`config.mk`:
```
export PLATFORM = sky130hd
export DESIGN_NAME = multi_alarm_clock
export DESIGN_NICKNAME = d
export VERILOG_FILES = /design/src/rtl/clock_pkg.sv /design/src/rtl/bcd_mod_counter.sv /design/src/rtl/multi_alarm_clock.sv
export SDC_FILE = /design/constraint.sdc
export NUM_CORES = 1
export LEC_CHECK = 0
export ABC_AREA = 0
export ABC_CLOCK_PERIOD_IN_PS = 4800
export BUFFER_PORTS_ARGS = -buffer_cell sky130_fd_sc_hd__clkbuf_2
export CORE_MARGIN = 2
export CORE_UTILIZATION = 55
export DETAILED_ROUTE_END_ITERATION = 16
export HOLD_SLACK_MARGIN = 0.1
export PLACE_DENSITY = 0.74
export SETUP_SLACK_MARGIN = 0.5
export SLEW_MARGIN = 25
export SYNTH_ARGS = -nofsm -noshare
export SYNTH_HDL_FRONTEND = slang
export SYNTH_SLANG_ARGS = --single-unit
```
`constraint.sdc`:
```
create_clock -name clk -period 4.8 [get_ports clk]
set_input_delay 0.96 -clock clk [delete_from_list [all_inputs] [get_ports clk]]
set_output_delay 0.96 -clock clk [all_outputs]
set_load 0.01 [all_outputs]
```
`src/rtl/clock_pkg.sv`:
```
// Shared encodings, ring FSM states and BCD helpers for the multi-alarm clock.
package clock_pkg;

    typedef enum logic [1:0] {
        FS_RUN  = 2'b00,
        FS_HOUR = 2'b01,
        FS_MIN  = 2'b10,
        FS_SEC  = 2'b11
    } field_sel_e;

    typedef enum logic [0:0] {
        ST_IDLE = 1'b0,
        ST_RING = 1'b1
    } ring_state_e;

    localparam logic [7:0] BCD_MAX_HOUR    = 8'h23;
    localparam logic [7:0] BCD_MAX_MIN_SEC = 8'h59;

    // Next two-digit BCD value, wrapping to 00 past max_val; out-of-range input also wraps.
    function automatic logic [7:0] bcd_next(input logic [7:0] val, input logic [7:0] max_val);
        logic [7:0] res;
        if (val >= max_val) begin
            res = 8'h00;
        end else if (val[3:0] >= 4'd9) begin
            res = {val[7:4] + 4'd1, 4'd0};
        end else begin
            res = {val[7:4], val[3:0] + 4'd1};
        end
        return res;
    endfunction

endpackage

```
`src/rtl/bcd_mod_counter.sv`:
```
// Two-digit BCD counter that wraps after MAX_VAL and flags the wrap on carry_out.
module bcd_mod_counter
    import clock_pkg::*;
#(
    parameter logic [7:0] MAX_VAL = BCD_MAX_MIN_SEC
) (
    input  logic       clk,
    input  logic       rst,
    input  logic       inc,
    output logic [7:0] value,
    output logic       carry_out
);

    logic [7:0] value_r;

    // Field register.
    always_ff @(posedge clk) begin
        if (rst) begin
            value_r <= 8'h00;
        end else if (inc) begin
            value_r <= bcd_next(value_r, MAX_VAL);
        end else begin
            value_r <= value_r;
        end
    end

    assign value     = value_r;
    assign carry_out = inc && (value_r == MAX_VAL);

endmodule

```
`src/rtl/multi_alarm_clock.sv`:
```
// Time-of-day clock with NUM_ALARMS settable hh:mm alarms and a single ring channel.
module multi_alarm_clock
    import clock_pkg::*;
#(
    parameter int CLK_HZ     = 50_000_000,
    parameter int NUM_ALARMS = 4,
    parameter int RING_S     = 60
) (
    input  logic                  clk,
    input  logic                  rst,
    input  logic                  inc_pulse,
    input  logic [1:0]            field_sel,
    input  logic [2:0]            target,
    input  logic [NUM_ALARMS-1:0] alarm_en,
    input  logic                  alarm_ack,
    output logic [7:0]            hour,
    output logic [7:0]            minute,
    output logic [7:0]            second,
    output logic [7:0]            disp_hour,
    output logic [7:0]            disp_minute,
    output logic [7:0]            disp_second,
    output logic                  sec_tick,
    output logic                  ring,
    output logic [2:0]            ring_id
);

    localparam int               DIV_W    = (CLK_HZ > 1) ? $clog2(CLK_HZ) : 1;
    localparam logic [DIV_W-1:0] DIV_LAST = DIV_W'(CLK_HZ - 1);

    logic [DIV_W-1:0] div_r;
    logic [DIV_W-1:0] div_next_s;
    logic             sec_tick_r;
    logic             time_sel_s;
    logic             alarm_sel_s;
    logic             count_en_s;
    logic             set_ok_s;
    logic             sec_inc_s;
    logic             min_inc_s;
    logic             hour_inc_s;
    logic             sec_carry_s;
    logic             min_carry_s;
    logic             hour_carry_unused_s;
    logic [7:0]       hour_s;
    logic [7:0]       minute_s;
    logic [7:0]       second_s;
    logic [7:0]       alarm_hour_r [NUM_ALARMS];
    logic [7:0]       alarm_min_r  [NUM_ALARMS];
    logic             tick_d_r;
    logic             match_any_s;
    logic [2:0]       match_id_s;
    logic             ring_en_s;
    ring_state_e      state_r;
    ring_state_e      state_s;
    logic [7:0]       ring_cnt_r;
    logic [7:0]       ring_cnt_s;
    logic [2:0]       ring_id_r;
    logic [2:0]       ring_id_s;
    logic [7:0]       disp_hour_s;
    logic [7:0]       disp_minute_s;
    logic [7:0]       disp_second_s;

    // Divider next value; sec_tick is registered so it is high while div_r holds DIV_LAST.
    always_comb begin
        div_next_s = (div_r == DIV_LAST) ? {DIV_W{1'b0}} : div_r + DIV_W'(1);
    end

    // Second divider and tick flag.
    always_ff @(posedge clk) begin
        if (rst) begin
            div_r      <= {DIV_W{1'b0}};
            sec_tick_r <= 1'b0;
        end else begin
            div_r      <= div_next_s;
            sec_tick_r <= (div_next_s == DIV_LAST);
        end
    end

    // Target decode, tick gating and set qualification.
    always_comb begin
        time_sel_s  = (target == 3'd0);
        alarm_sel_s = 1'b0;
        for (int k = 0; k < NUM_ALARMS; k++) begin
            alarm_sel_s = alarm_sel_s | (target == 3'(k + 1));
        end
        count_en_s = sec_tick_r && !(time_sel_s && (field_sel != FS_RUN));
        set_ok_s   = inc_pulse && (field_sel != FS_RUN)
                     && (time_sel_s || (alarm_sel_s && (field_sel != FS_SEC)));
        // Setting the time freezes it, so a set and a counted tick never meet here.
        sec_inc_s  = count_en_s || (set_ok_s && time_sel_s && (field_sel == FS_SEC));
        min_inc_s  = (count_en_s && sec_carry_s) || (set_ok_s && time_sel_s && (field_sel == FS_MIN));
        hour_inc_s = (count_en_s && min_carry_s) || (set_ok_s && time_sel_s && (field_sel == FS_HOUR));
    end

    bcd_mod_counter #(.MAX_VAL(BCD_MAX_MIN_SEC)) u_sec (
        .clk       (clk),
        .rst       (rst),
        .inc       (sec_inc_s),
        .value     (second_s),
        .carry_out (sec_carry_s)
    );

    bcd_mod_counter #(.MAX_VAL(BCD_MAX_MIN_SEC)) u_min (
        .clk       (clk),
        .rst       (rst),
        .inc       (min_inc_s),
        .value     (minute_s),
        .carry_out (min_carry_s)
    );

    bcd_mod_counter #(.MAX_VAL(BCD_MAX_HOUR)) u_hour (
        .clk       (clk),
        .rst       (rst),
        .inc       (hour_inc_s),
        .value     (hour_s),
        .carry_out (hour_carry_unused_s)
    );

    // Alarm hh:mm storage, incremented one field at a time without carry.
    always_ff @(posedge clk) begin
        if (rst) begin
            for (int k = 0; k < NUM_ALARMS; k++) begin
                alarm_hour_r[k] <= 8'h00;
                alarm_min_r[k]  <= 8'h00;
            end
        end else begin
            for (int k = 0; k < NUM_ALARMS; k++) begin
                if (set_ok_s && (target == 3'(k + 1)) && (field_sel == FS_HOUR)) begin
                    alarm_hour_r[k] <= bcd_next(alarm_hour_r[k], BCD_MAX_HOUR);
                end else begin
                    alarm_hour_r[k] <= alarm_hour_r[k];
                end
                if (set_ok_s && (target == 3'(k + 1)) && (field_sel == FS_MIN)) begin
                    alarm_min_r[k] <= bcd_next(alarm_min_r[k], BCD_MAX_MIN_SEC);
                end else begin
                    alarm_min_r[k] <= alarm_min_r[k];
                end
            end
        end
    end

    // Priority encoder over enabled alarms; descending scan lets the lowest index win.
    always_comb begin
        match_any_s = 1'b0;
        match_id_s  = 3'd0;
        ring_en_s   = 1'b0;
        for (int k = NUM_ALARMS - 1; k >= 0; k--) begin
            if (tick_d_r && (second_s == 8'h00) && alarm_en[k]
                && (alarm_hour_r[k] == hour_s) && (alarm_min_r[k] == minute_s)) begin
                match_any_s = 1'b1;
                match_id_s  = 3'(k);
            end else begin
                match_any_s = match_any_s;
                match_id_s  = match_id_s;
            end
            ring_en_s = ring_en_s | (alarm_en[k] && (ring_id_r == 3'(k)));
        end
    end

    // Ring FSM next state and counter.
    always_comb begin
        state_s    = state_r;
        ring_cnt_s = ring_cnt_r;
        ring_id_s  = ring_id_r;
        case (state_r)
            ST_IDLE: begin
                if (match_any_s) begin
                    state_s    = ST_RING;
                    ring_id_s  = match_id_s;
                    ring_cnt_s = 8'(RING_S);
                end else begin
                    state_s = ST_IDLE;
                end
            end
            ST_RING: begin
                if (alarm_ack || !ring_en_s) begin
                    state_s    = ST_IDLE;
                    ring_cnt_s = 8'd0;
                end else if (sec_tick_r) begin
                    if (ring_cnt_r <= 8'd1) begin
                        state_s    = ST_IDLE;
                        ring_cnt_s = 8'd0;
                    end else begin
                        ring_cnt_s = ring_cnt_r - 8'd1;
                    end
                end else begin
                    state_s = ST_RING;
                end
            end
            default: begin
                state_s    = ST_IDLE;
                ring_cnt_s = 8'd0;
            end
        endcase
    end

    // Ring FSM registers; tick_d_r marks the cycle right after a counted tick.
    always_ff @(posedge clk) begin
        if (rst) begin
            state_r    <= ST_IDLE;
            ring_cnt_r <= 8'd0;
            ring_id_r  <= 3'd0;
            tick_d_r   <= 1'b0;
        end else begin
            state_r    <= state_s;
            ring_cnt_r <= ring_cnt_s;
            ring_id_r  <= ring_id_s;
            tick_d_r   <= count_en_s;
        end
    end

    // Display view of the selected target, muxed from registered state.
    always_comb begin
        disp_hour_s   = 8'h00;
        disp_minute_s = 8'h00;
        disp_second_s = 8'h00;
        if (time_sel_s) begin
            disp_hour_s   = hour_s;
            disp_minute_s = minute_s;
            disp_second_s = second_s;
        end else begin
            for (int k = 0; k < NUM_ALARMS; k++) begin
                if (target == 3'(k + 1)) begin
                    disp_hour_s   = alarm_hour_r[k];
                    disp_minute_s = alarm_min_r[k];
                end else begin
                    disp_hour_s   = disp_hour_s;
                    disp_minute_s = disp_minute_s;
                end
            end
        end
    end

    assign hour        = hour_s;
    assign minute      = minute_s;
    assign second      = second_s;
    assign disp_hour   = disp_hour_s;
    assign disp_minute = disp_minute_s;
    assign disp_second = disp_second_s;
    assign sec_tick    = sec_tick_r;
    assign ring        = (state_r == ST_RING);
    assign ring_id     = ring_id_r;

endmodule

```
Word-level counts from Yosys, hierarchy flattened
Memory sizes are Yosys's and may differ from the RTL's.
Index checks and enable logic that the tools add are counted.
{"block": "classes", "add_sub_neg": 24, "multipliers": 0, "div_mod_pow": 0, "order_cmp": 23, "eq_ne": 25, "shift": 0, "muxes": 134, "n_bitwise": 23, "n_reduce_logical": 61}
{"operator": "$mux W8", "count": 69}
{"operator": "$add A4 B1 Y4 const B", "count": 22}
{"operator": "$eq A8 B8 Y1", "count": 8}
{"operator": "$mux W1", "count": 58}
{"operator": "$eq A26 B26 Y1 const B", "count": 2}
{"operator": "$ge A8 B7 Y1 const B", "count": 6}
{"operator": "$ge A4 B4 Y1 const B", "count": 11}
{"operator": "$logic_and A1 B1 Y1", "count": 42}
{"operator": "$ge A8 B6 Y1 const B", "count": 5}
{"operator": "$add A26 B1 Y26 const B", "count": 1}
{"operator": "$mux W26", "count": 1}
{"operator": "$or A1 B1 Y1", "count": 22}
{"operator": "$eq A8 B7 Y1 const B", "count": 2}
{"operator": "$pmux W8 S2", "count": 1}
{"operator": "$eq A3 B2 Y1 const B", "count": 4}
{"operator": "$reduce_and A2 Y1", "count": 5}
{"operator": "$mux W3", "count": 3}
{"operator": "$le A8 B1 Y1 const B", "count": 1}
{"operator": "$logic_not A8 Y1", "count": 1}
{"operator": "$reduce_bool A2 Y1", "count": 4}
{"operator": "$sub A8 B1 Y8 const B", "count": 1}
{"operator": "$eq A3 B1 Y1 const B", "count": 2}
{"operator": "$logic_not A3 Y1", "count": 2}
{"operator": "$logic_or A1 B1 Y1", "count": 5}
{"operator": "other kinds (9)", "count": 12}
{"block": "word_totals", "ff_bits": 64, "latch_bits": 0, "mem_bits_rw": 64, "rom_bits": 0, "input_bits": 13, "output_inout_bits": 53, "elab_cells": 304, "memories": 2}
{"memory": "alarm_hour_r", "depth": 4, "word_bits": 8, "rd": 4, "rd_clocked_by_memory_dff": 0, "write_ports": 4, "line_no": "multi_alarm_clock.sv:46", "source": "logic [7:0] alarm_hour_r [NUM_ALARMS];"}
{"memory": "alarm_min_r", "depth": 4, "word_bits": 8, "rd": 4, "rd_clocked_by_memory_dff": 0, "write_ports": 4, "line_no": "multi_alarm_clock.sv:47", "source": "logic [7:0] alarm_min_r [NUM_ALARMS];"}

Longest topological paths before layout
Gate-level depths: netlist of run 1.
{"block": "depth", "depth_word": 17, "ltp_mapped": 10}

Hierarchy
Synthesis of run 1 repeated with hierarchy kept, for this count alone.
{"block": "hier_totals", "hier_cells": 949, "hier_area_um2": 8615.8}
{"mod": "multi_alarm_clock", "instances": 1, "cells_each": 801, "area_each_um2": 7305.8}
{"mod": "bcd_mod_counter at u_min ...", "instances": 2, "cells_each": 51, "area_each_um2": 447.9}
{"mod": "bcd_mod_counter at u_hour", "instances": 1, "cells_each": 46, "area_each_um2": 414.1}

Worst setup path before layout of run 1
No wires, ideal clock.
{"block": "synth_path", "path_kind": "input to output", "startpoint": "input port target[0]", "endpoint": "output port disp_hour[0]", "arrival_ns": 2.365, "slack_ns": 1.475, "stages": 5, "n_path_buf": 2, "cell_sequence": "buf_2 clkbuf_1 mux4_2 inv_1 o21ai_0"}
{"block": "synth_between", "elab_chain_len": 6, "word_cells_on_any_way": 10, "classes_between": "eq/ne (4); mux (5); reduce/logical (1)"}
{"element": "from (decl)", "line_no": "multi_alarm_clock.sv:13", "source": "input logic [2:0] target,"}
{"element": "$eq A3 B1 Y1", "line_no": "multi_alarm_clock.sv:222", "source": "if (target == 3'(k + 1)) begin"}
{"element": "$mux W8 (4 in series)", "line_no": "multi_alarm_clock.sv:222"}
{"element": "$mux W8 *", "line_no": "multi_alarm_clock.sv:216", "source": "if (time_sel_s) begin"}
{"element": "to (decl)", "line_no": "multi_alarm_clock.sv:19", "source": "output logic [7:0] disp_hour,"}
Every way passes the cells marked *; elsewhere a longest branch is shown, timed or not.

Worst setup path in the final report of run 1
{"block": "layout_path", "startpoint": "input port target[0]", "endpoint": "output port disp_minute[5]"}
{"block": "layout_between", "elab_chain_len": 6, "word_cells_on_any_way": 10, "classes_between": "eq/ne (4); mux (5); reduce/logical (1)"}
{"element": "$eq A3 B1 Y1", "line_no": "multi_alarm_clock.sv:222"}
{"element": "$mux W8 (4 in series)", "line_no": "multi_alarm_clock.sv:222"}
{"element": "$mux W8 *", "line_no": "multi_alarm_clock.sv:216"}
{"element": "to (decl)", "line_no": "multi_alarm_clock.sv:20", "source": "output logic [7:0] disp_minute,"}
Marked as above.

==> out/qor.yml, run 1 <==
drc: 0
pwr_density_cell_mw_per_mm2: 284
final-hold-violation-count: 0
dpl.hpwl_um: 16300
detail-route-antenna-nets: 0
initial_core_util_pct: 56.8
routed_wl_um: 21600
synthToLayoutAreaGrowth_pct: 12.3
fin_ws_ns: 1.36
die_y_um: 130
outcome: "completed"
diodes: 0
clkLatencyLatePin_ns: 0.43
cts_setup_buffers: 0
grtUsageTotal_pct: 26.5
cts_tree: "yes"
avgSynthCellArea_um2: 8.97
cts_hold_buf: 0
fin_nets: 1098
core_area_mm2: 0.0153
grt-ovfl-total: 0
final_max_slew_viol_count: 0
cts-htree-levels: 4
pre_cts_ws_ns: 1.11
peakVddDrop_v: 0.000257
cts_buffers: 17
startpoint_type: "primary input"
path_class: "in2out"
rows: 45
ioPinCount: 66
fmax_mhz: 291
clk_pin_slew_ns: 0.06
port_buffers: 64
yosys.cell_types.count: 75
ys_seq_area_share_pct: 36.6
grt_start_max_net_pins: 41
crit_arrival_ns: 2.48
period_minus_slack_ns: 3.44
cts_resized: 0
netlist_area_mm2: 0.00870
viasPerCell: 5.80
mostFrequentLayoutCell: "nor2_1"
setup_viol: 0
die_area_mm2: 0.0168
cp_max_fo: 24
gp_congestion: 0.950
vias: 7249
wl_per_cell_um: 17.3
fin_crit_sh_pct: 71.6
synthCells: 970
cts.sinks: 127
p_leak_nw: 3.74
yosysWarnings: 0
grt_pass1_wl_um: 34500
maxCapViolCount: 0
grt_pass1_vias: 6760
setup_tns_ns: 0
holdCritPathClass: "reg2reg"
async_reset_ff_share_pct: 0
cts-root-buf: "clkbuf_16"
clockBufferDepth: 2
p_total_mw: 2.77
synth_seq_cells: 127
required_ns: 3.84
tightestPinTransition_ns: 0.894
synth_edf_count: 64
drt-initial-drc-count: 449
most-common-layout-cells: "nor2_1, nand2_1, xnor2_1"
drive_gt1_share_pct: 13.2
end_kind: "output port"
max-slew-margin-rel_pct: 39.8
die_w_um: 130
fillerInstances: 1299
finClkSkew_ns: 0.00493
yosys_most_used_dff: "edfxtp_1"
drt_pre_antenna_iters: 6
antenna_found_initial: 0
rsz0062_at_grt: "no"
registers in the layout, indices dropped and copies added (netlist names):
| signal | flops |
|---|---|
| u_min.value | 8 |
| u_hour.value | 8 |
| ring_cnt_r | 8 |
| tick_d_r | 1 |
| alarm_hour_r | 32 |
| ring_id | 2 |
| div_r | 26 |
| u_sec.value | 8 |
| alarm_min_r | 32 |
| sec_tick | 1 |
| ring | 1 |
cell usage after synthesis (22+ instances only):
cell type / instances / area share, %
a21oi_1: 22 / 1.3
clkbuf_1: 34 / 1.5
nor3_1: 22 / 1.3
o21ai_0: 34 / 2.0
nand3_1: 39 / 2.2
dfxtp_1: 63 / 14
ha_1: 60 / 8.6
xor2_1: 25 / 2.5
nand4_1: 35 / 2.5
nor2_1: 129 / 5.6
edfxtp_1: 64 / 22
xnor2_1: 84 / 8.5
inv_1: 73 / 3.1
nand2_1: 84 / 3.6
layout make-up:
class	count	area [um^2]	area share (%)
flip-flops and latches	127	3180	32.6
multi-input cells	736	5090	52.0
clock buffers	18	439	4.49
well taps	211	264	2.70
clock inverters	14	168	1.71
inverters	74	278	2.84
repair buffers	69	358	3.66
critical path, cell delays in order:
cell and delay, ns:
clkbuf_2 0.56, mux4_2 0.59, inv_1 0.06, o21ai_0 0.12, clkbuf_2 0.17
cell families after synthesis:
family | after synthesis | synth area share [%]
adder cells (fa/ha/maj) | 60 | 8.63
AND/OR/NAND/NOR | 413 | 23.9
flip-flops | 127 | 36.6
other | 1 | 0.0431
multiplexers | 24 | 5.25
XOR/XNOR | 109 | 11.0
AO/OA/AOI/OAI | 117 | 9.11
buffers and inverters | 119 | 5.53
path summary, 6_finish.rpt:
path | start | endpoint | slack, ns | cells after the start
worst max-delay path | target[0] | disp_minute[5] | 1.36 | 5
worst min-delay path | div_r[0]$_SDFF_PP0_ | div_r[0]$_SDFF_PP0_ | 0.48 | 1
worst max register to register | u_sec.value[7]$_SDFFE_PP0P_ | ring_cnt_r[5]$_SDFFE_PP0P_ | 1.80 | 6
worst min register to register | div_r[0]$_SDFF_PP0_ | div_r[0]$_SDFF_PP0_ | 0.48 | 1
metrics by stage:
stage	hold slack (ns)	std cells	utilization, %	area, um^2
floorplan	0.425	982	-	8750
global placement	0.455	1217	59.9	9170
detailed placement	0.466	1217	59.9	9170
CTS	0.479	1249	63.8	9780
global route	0.525	1249	63.8	9780
finish	0.477	1249	63.8	9780
report_power, final:
| part | total [mW] | internal, mW | switching [mW] |
|---|---|---|---|
| Combinational | 0.228 | 0.0943 | 0.133 |
| Clock | 1.32 | 0.826 | 0.493 |
| Sequential | 1.23 | 1.18 | 0.0519 |
| Total | 2.77 | 2.10 | 0.679 |
layer usage:
layer  share of wire, %  vias to the layer above  global-route usage (%)
li1                   -                     3513                       -
met1                 42                     3418                    32.9
met2                 47                      262                    43.2
met3                6.6                       56                    6.27
met4                4.1                        0                    13.7
met5                  0                        -                       0
No activity file was read; power rests on OpenSTA's default activity.
==> inputs of run 2 (changes only) <==
- ABC_CLOCK_PERIOD_IN_PS: 4800 -> 3350
- clock period: 4.8 -> 3.35 ns (I/O delays scaled with it)
==> run 2 against run 1 <==
Compared with the run above: final cell count grew 1.4%; power is 38% higher; die area unchanged; flip-flop and latch count is the same; sequential share of layout area is 0.24 points lower; worst hold slack got worse by 0.012 ns; clock skew up 0.0080 ns; wire length grew 3.7%; design area increased by 0.73%; sequential power is 43% higher; first-iteration DRC count is 22% higher; critical path type unchanged.
==> out/qor.yml, run 2 (same netlist as run 1, synthesis figures left out) <==
p_leak_nw: 3.81  # was 3.74 nW
dpl.hpwl_um: 17000  # was 16,300 um
core_area_mm2: 0.0153  # unchanged
path_common_cell: "clkbuf_2"  # unchanged
cp_max_fo: 10  # was 24
path_class: "in2out"  # unchanged
cts.sinks: 127  # unchanged
peakVddDrop_v: 0.000373  # was 0.000257 V
most-common-layout-cells: "nor2_1, nand2_1, xnor2_1"  # unchanged
fin_ws_ns: 0.630  # was 1.36 ns
routed_wl_um: 22400  # was 21,600 um
port_buffers: 64  # unchanged
cts_tree: "yes"  # unchanged
holdCritPathClass: "reg2reg"  # unchanged
detail-route-antenna-nets: 0  # unchanged
cts_buffers: 17  # unchanged
wl_per_cell_um: 17.7  # was 17.3 um
placed_area_mm2: 0.00930  # was 0.00917 mm^2
outcome: "completed"  # unchanged
drt-initial-drc-count: 546  # was 449
required_ns: 2.68  # was 3.84 ns
grt_start_max_net_pins: 26  # was 41
drc: 0  # unchanged
cts-htree-levels: 4  # unchanged
drive_gt1_share_pct: 14.3  # was 13.2%
finClkSkew_ns: 0.0129  # was 0.00493 ns
grt_pass1_wl_um: 35400  # was 34,500 um
end_kind: "output port"  # unchanged
crit_buf_inv: 4  # was 3
ioPinCount: 66  # unchanged
cts_setup_buffers: 0  # unchanged
die_area_mm2: 0.0168  # unchanged
tightestPinTransition_ns: 0.759  # was 0.894 ns
reg.largest.list: "alarm_hour_r (32), alarm_min_r (32), div_r (26)"  # unchanged
die_y_um: 130  # unchanged
die_w_um: 130  # unchanged
vias: 7437  # was 7,249
p_total_mw: 3.83  # was 2.77 mW
setup_tns_ns: 0  # unchanged
crit_family: "buffers and inverters"  # unchanged
final_max_slew_viol_count: 0  # unchanged
mostFrequentLayoutCell: "nor2_1"  # unchanged
drt_pre_antenna_iters: 5  # was 6
max_stage_delay_ns: 0.52  # was 0.59 ns
crit_arrival_ns: 2.05  # was 2.48 ns
grt-ovfl-total: 0  # unchanged
fin_crit_sh_pct: 81.2
clkLatencyLatePin_ns: 0.44  # was 0.43 ns
initial_core_util_pct: 56.8  # unchanged
gp_congestion: 0.993  # was 0.950
setup_viol: 0  # unchanged
critical_path.cell_chain: "clkbuf_2, buf_4, mux4_2, inv_1, o21ai_0, clkbuf_2"  # was clkbuf_2, mux4_2, inv_1, o21ai_0, clkbuf_2
clockBufferDepth: 2  # unchanged
pwr_density_cell_mw_per_mm2: 389  # was 284 mW/mm^2
synthToLayoutAreaGrowth_pct: 13.2  # was 12.3%
viasPerCell: 5.87  # was 5.80
rsz0062_at_grt: "no"  # unchanged
fmax_mhz: 368
period_minus_slack_ns: 2.72
pre_cts_ws_ns: 0.488  # was 1.11 ns
final-hold-violation-count: 0  # unchanged
cts-root-buf: "clkbuf_16"  # unchanged
diodes: 0  # unchanged
clk_pin_slew_ns: 0.06  # about the same
holdWs_ns: 0.466  # was 0.477 ns
startpoint_type: "primary input"  # unchanged
grtUsageTotal_pct: 27.4  # was 26.5%
fin_area_mm2: 0.00985  # was 0.00978 mm^2
rows: 45  # unchanged
maxCapViolCount: 0  # unchanged
cp_slowest_cell: "mux4_2"  # unchanged
antenna_found_initial: 0  # unchanged
fin_nets: 1115  # was 1,098
grt_pass1_vias: 6856  # was 6,760
max-slew-margin-rel_pct: 48.9  # was 39.8%
[run 2: cell types whose count changed in the layout (fill, tap and decap cells not counted)]
cell / delta
buf_4: +17
clkbuf_1: +5
clkinv_4: -3
bufinv_16: -2
clkinv_1: -2
clkinv_2: +2
clkinvlp_4: -2
inv_6: +2
nor3b_2: -1
nor3b_4: +1
[run 2: cell type report]
class                           instances  area [um^2]
Sequential cell                       127         3180
Inverter                               74          278
Clock buffer                           23          458
Multi-Input combinational cell        736         5090
Tap cell                              211          264
Timing Repair Buffer                   86          485
Fill cell                            1337         5470
Clock inverter                          9         86.3
[run 2: worst paths after layout]
kind | start | endpoint | slack [ns] | cells after the start
max | target[0] | disp_minute[5] | 0.63 | 6
min | div_r[0]$_SDFF_PP0_ | div_r[0]$_SDFF_PP0_ | 0.47 | 1
max reg2reg | div_r[3]$_SDFF_PP0_ | sec_tick$_SDFF_PP0_ | 0.77 | 6
min reg2reg | div_r[0]$_SDFF_PP0_ | div_r[0]$_SDFF_PP0_ | 0.47 | 1
[run 2: worst reg2reg max path: stages, from the launching register on]
cell	delay, ns
dfxtp_1	0.47
nand4_4	0.20
or3_1	0.54
or4_4	0.48
a2111oi_2	0.39
o211ai_1	0.19
nor4_2	0.23
[run 2: layer usage]
metal  global-route usage (%)  vias to the layer above  routed length [um]
met2                     44.9                      273               10700
met4                     13.5                        0                 845
met5                        0                        -                   0
met1                     34.7                     3560                9600
li1                         -                     3548                   -
met3                     5.37                       56                1250
[run 2: power by group]
group	switching (mW)	internal, mW
registers	0.0774	1.68
logic	0.192	0.141
clock network	0.699	1.04
[run 2: through the flow]
| stage | util [%] | instances |
|---|---|---|
| finish | 64.3 | 1266 |
| global route | 64.3 | 1266 |
| CTS | 64.3 | 1266 |
| detailed placement | 60.7 | 1234 |
| global placement | 60.7 | 1234 |
| floorplan | - | 982 |
[run 2: what timing repair did]
action	4_1_cts	5_1_grt
hold buffers	0	0
hold endpoints to repair	0	0
gates resized for setup	0	1
endpoints found under the setup margin	0	7
